===== src/rtl/pc_fetch_unit.sv =====
// Instruction-fetch front end: owns the PC, issues one imem request at a time,
// and hands {pc, pc_plus4, instr} to decode through a valid/ready register.
//
//   state | meaning
//   REQ   | request presented at pc, waiting for imem_req_ready
//   WAIT  | request accepted, waiting for its response
//   DROP  | stale request outstanding, its response will be discarded
//   HOLD  | bundle presented to decode, waiting for id_ready
module pc_fetch_unit #(
  parameter logic [31:0] RESET_PC = 32'h0000_0000
) (
  input  logic        clk,
  input  logic        rst,
  output logic [31:0] pc_add_a,
  output logic [31:0] pc_add_b,
  input  logic [31:0] pc_add_sum,
  input  logic        redirect_valid,
  input  logic [31:0] redirect_target,
  output logic        imem_req_valid,
  input  logic        imem_req_ready,
  output logic [31:0] imem_addr,
  input  logic        imem_rsp_valid,
  input  logic [31:0] imem_rsp_data,
  output logic        id_valid,
  input  logic        id_ready,
  output logic [31:0] id_pc,
  output logic [31:0] id_pc_plus4,
  output logic [31:0] id_instr
);

  typedef enum logic [1:0] {REQ, WAIT, DROP, HOLD} state_t;

  state_t      state, state_d;
  logic [31:0] pc, pc_d;
  logic [31:0] tgt;
  logic        capture;

  assign tgt            = redirect_target & ~32'd3;
  assign pc_add_a       = pc;
  assign pc_add_b       = 32'd4;
  assign imem_addr      = pc;
  assign imem_req_valid = (state == REQ) && rst;
  assign id_valid       = (state == HOLD);

  always_ff @(posedge clk) begin
    if (!rst) begin
      state       <= REQ;
      pc          <= RESET_PC;
      id_pc       <= 32'd0;
      id_pc_plus4 <= 32'd0;
      id_instr    <= 32'd0;
    end else begin
      state <= state_d;
      pc    <= pc_d;
      if (capture) begin
        id_pc       <= pc;
        id_pc_plus4 <= pc_add_sum;
        id_instr    <= imem_rsp_data;
      end
    end
  end

  always_comb begin
    state_d = state;
    pc_d    = pc;
    capture = 1'b0;
    case (state)
      REQ: begin
        if (redirect_valid) begin
          pc_d    = tgt;
          state_d = imem_req_ready ? DROP : REQ;
        end else if (imem_req_ready) begin
          state_d = WAIT;
        end
      end
      WAIT: begin
        // a response colliding with a redirect belongs to the old path
        if (redirect_valid) begin
          pc_d    = tgt;
          state_d = imem_rsp_valid ? REQ : DROP;
        end else if (imem_rsp_valid) begin
          capture = 1'b1;
          pc_d    = pc_add_sum;
          state_d = HOLD;
        end
      end
      DROP: begin
        if (redirect_valid) pc_d = tgt;
        if (imem_rsp_valid) state_d = REQ;
      end
      HOLD: begin
        if (redirect_valid) begin
          pc_d    = tgt;
          state_d = REQ;
        end else if (id_ready) begin
          state_d = REQ;
        end
      end
      default: state_d = REQ;
    endcase
  end

  a_rsp_protocol: assert property (@(posedge clk) disable iff (!rst)
    !(imem_rsp_valid && (state == REQ || state == HOLD)));

endmodule


===== config.mk =====
export PLATFORM = sky130hd
export DESIGN_NAME = pc_fetch_unit
export DESIGN_NICKNAME = d
export VERILOG_FILES = /design/src/rtl/pc_fetch_unit.sv
export SDC_FILE = /design/constraint.sdc
export NUM_CORES = 1
export LEC_CHECK = 0
export BUFFER_PORTS_ARGS = -buffer_cell sky130_fd_sc_hd__buf_4
export CORE_MARGIN = 2
export CORE_UTILIZATION = 41
export DETAILED_ROUTE_END_ITERATION = 16
export PLACE_DENSITY = 0.85
export SYNTH_ARGS = -nofsm -noshare
export SYNTH_HDL_FRONTEND = slang
export SYNTH_SLANG_ARGS = --single-unit
export TNS_END_PERCENT = 10

===== constraint.sdc =====
create_clock -name clk -period 1.29 [get_ports clk]
set_clock_uncertainty 0.05 [all_clocks]
set_input_delay 0.258 -clock clk [delete_from_list [all_inputs] [get_ports clk]]
set_output_delay 0.258 -clock clk [all_outputs]
set_load 0.05 [all_outputs]

Word-level counts from Yosys, hierarchy flattened:

Index checks and enable logic that the tools add are counted.
W data, S select, Z words.

* register bits: 130
* output and inout port bits: 194
* word-level logic and storage cells: 35
* input bits: 102

* reduce and logical (&&, ||, !) cells: 5
* equal/unequal tests: 8
* mux-type cells: 17

Operators with widths (count)
* $mux W32: 3
* $pmux W32 S2: 1
* $mux W2: 9
* $pmux W2 S4: 1
* $ne A3 B3 Y1 const B: 2
* $eq A2 B2 Y1 const B: 2
* $reduce_and A4 Y1: 1
* $mux W1: 3
* $ne A3 B2 Y1 const B: 1
* $reduce_or A3 Y1: 1
* $eq A2 B1 Y1 const B: 1
* $logic_not A2 Y1: 1
* $ne A2 B1 Y1 const B: 1
* $ne A2 B2 Y1 const B: 1
* $reduce_and A2 Y1: 1
* $logic_and A1 B1 Y1: 1

Depth between registers and ports, before layout:

* depth after elaboration: 4
* gate-level depth with buffers: 7
* depth with buffers taken out: 3

Worst setup path after synthesis:

OpenSTA, ideal clock, no wires.

* path kind: input -> output
* start point: in rst
* end point: out imem_req_valid
* setup slack: -0.655 ns
* arrival: 1.637 ns
* path buffers: 1
* data required time: 0.982 ns
* stages: 2
* cells stage by stage: clkbuf_1 > nor3b_1

* longest elaborated chain between the ends: 1

RTL lines
* start: declaration: line 13 `input logic rst,`
* $logic_and A1 B1 Y1: line 42 `assign imem_req_valid = (state == REQ) && rst;`
* end: declaration: line 19 `output logic imem_req_valid,`

No other way between the ends.

Final worst setup path:

* start point: reg state[1]
* end point: out imem_req_valid

* longest elaborated chain between the ends: 2

RTL lines
* start: declaration: line 33 `state_t state, state_d;`
* start signal: assignment: line 53 `state <= state_d;`
* $logic_not A2 Y1: line 42
* $logic_and A1 B1 Y1: line 42

No other way between the ends.

==> results.cfg <==
[run_status]
outcome = finished with violations
violations = negative setup slack

[cells_and_area]
layout_common_cells = 243 x nand2_1, 193 x buf_4, 97 x buf_6, 95 x dfxtp_1, 81 x a21boi_1
nNetsFinal = 1023
fin_area_um2 = 8783
final_common_cell = nand2_1
drive_above_1_share_pct = 42.23
diodes = 0
layout.cells.non_filler = 1109
area_growth_pct = 55.10
n_fill_cell = 1051

[worst_setup_path]
arrival_ps = 1220
path_class = reg2out
crit_path_start_kind = register
worst-path-max-fanout = 2
cp.required_ps = 980
critPathCaptureType = primary output

[yosys]
yosys_warnings = 0
syn_avg_cell_area_um2 = 8.255
ys_seq_elements = 130
netlist_area_um2 = 5663
synth.distinct_cells = 31
yosysSeqAreaShare_pct = 45.96
postSynthCellCount = 686

[job]
drv_cap = 0

[floorplanning]
die_area_um2 = 14770
die_h_um = 121.5
die_x_um = 121.5
io_pins = 296
core_um2 = 13350
num_rows = 42
start_util_pct = 42.43

[sta]
rsz0062_at_grt = yes
setup_ws_ps = -236.8
min_period_ps = 1527
hold_viol_final = 0
setup-violations-final = 131
max_freq_mhz = 655.0
drv_slew = 0
finalCritPeriodShare_pct = 118.4
tns_ps = -18250

[clocking]
clkTransAtPathRegs_ps = 50
cts_buffer_depth = 2
clock_latency_ps = 400
htree_levels = 4
cts_made_buffers = 17
clock_sinks = 130
root_buffer = clkbuf_16
cts_tree = yes

[routing]
drt-total-wl_mm = 17.94
drc = 0
vias = 5509
via_per_inst = 4.968
ant_nets = 0
drt-wirelength-per-cell_um = 16.18
drtIter0Drc = 339
first_pass_iters = 5

[placement]
io_buffers = 261
gp_congestion = 0.8840
place_hpwl_mm = 11.81
placed_area_um2 = 7601
dp.cells = 1068

[grt]
gr-usage-all-layers_pct = 22.69
grt_start_max_net_pins = 76
grt_pass1_vias = 5167
grt_overflow = 0
antenna_found_initial = 0
grt_pass1_wl_mm = 26.30

[power]
ir_drop_uv = 732.1
power_density_nw_per_um2 = 1244
power.leakage_uw = 0.003788

[worst_hold_path]
min_path_type = in2reg
==> Yosys cell counts, drive strengths merged <==
cell type	n	share of area [%]
and2	5	0.55
a31oi	30	3.3
o311a	1	0.18
or3b	1	0.15
o21ai	2	0.18
nor2b	1	0.11
a21oi	2	0.18
nor3b	4	0.62
a21boi	94	12
inv	1	0.066
buf	90	12
dfxtp	130	46
and3b	2	0.31
clkbuf	29	1.9
or2	2	0.22
and4bb	1	0.22
nand4bb	1	0.20
conb	2	0.13
o21a	4	0.53
a211oi	1	0.13
o31ai	30	4.0
nand3b	1	0.13
nor2	2	0.13
nand2b	2	0.22
nand2	248	16
==> per-layer routing <==
layer	track usage, %	vias up	share of wire (%)
li1	-	2653	-
met1	26.43	2586	40
met2	39.92	229	52
met3	4.746	41	5.5
met4	10.42	0	2.8
met5	0	-	0
==> layout make-up <==
| cell class | count | area, µm² | share of cell area (%) |
|---|---|---|---|
| clock buffers | 26 | 489.2 | 5.570 |
| inverters | 1 | 3.754 | 0.04274 |
| well taps | 176 | 220.2 | 2.507 |
| flip-flops and latches | 130 | 2654 | 30.21 |
| clock inverters | 5 | 52.55 | 0.5983 |
| multi-input cells | 468 | 2572 | 29.29 |
| repair buffers | 303 | 2791 | 31.78 |
==> worst max-delay path, stage by stage, from the launching register on <==
cell	delay [ps]
dfxtp_4	340
buf_6	110
nor3b_4	180
buf_6	180
==> worst paths after layout <==
path                         start             end  slack (ps)  cells past startpoint
hold / removal    imem_rsp_data[7]     id_instr[7]          50                      3
hold reg to reg          id_pc[21]       id_pc[21]         400                      2
setup reg to reg          state[1]   imem_addr[29]        -230                      5
setup / recovery          state[1]  imem_req_valid        -240                      3
==> registers in the layout, summed over array words and instances, names as in the netlist <==
name and flops:
id_instr 32, id_pc 32, id_pc_plus4 32, imem_addr 32, state 2
==> per-stage QoR <==
| step | power, µW | setup slack, ps | utilization [%] | hold WS, ps |
|---|---|---|---|---|
| after global placement | 6283 | -119.6 | 56.95 | 390.9 |
| after floorplan | 5760 | -22.39 | - | 342.9 |
| final | 10930 | -236.8 | 65.80 | 46.19 |
| after detailed placement | 6304 | -154.7 | 56.95 | 397.3 |
| after CTS | 10880 | -262.9 | 63.48 | 27.43 |
| after global routing | 11300 | -302.1 | 65.80 | 42.50 |
==> report_power, final <==
| part | switching (µW) | internal, µW | total [µW] |
|---|---|---|---|
| sequential | 149 | 4150 | 4300 |
| clock | 1650 | 2780 | 4430 |
| combinational | 1360 | 830 | 2190 |
==> what timing repair did <==
item,CTS,global route
setup buffers,2,2
gates cloned,0,6
gates resized for setup,154,59
pin swaps,25,4
endpoints found under the setup margin,188,194
hold buffers,0,0
==> cell families (layout without fill, tap and decap cells) <==
group | after synthesis | after routing | share of synthesized area, %
and+or+nand+nor | 270 | 272 | 19.31
other | 2 | 32 | 0.1326
buffers and inverters | 120 | 335 | 13.65
DFF | 130 | 130 | 45.96
AOI/OAI and AO/OA | 164 | 164 | 20.95
Power figures use the tool's default switching activity.
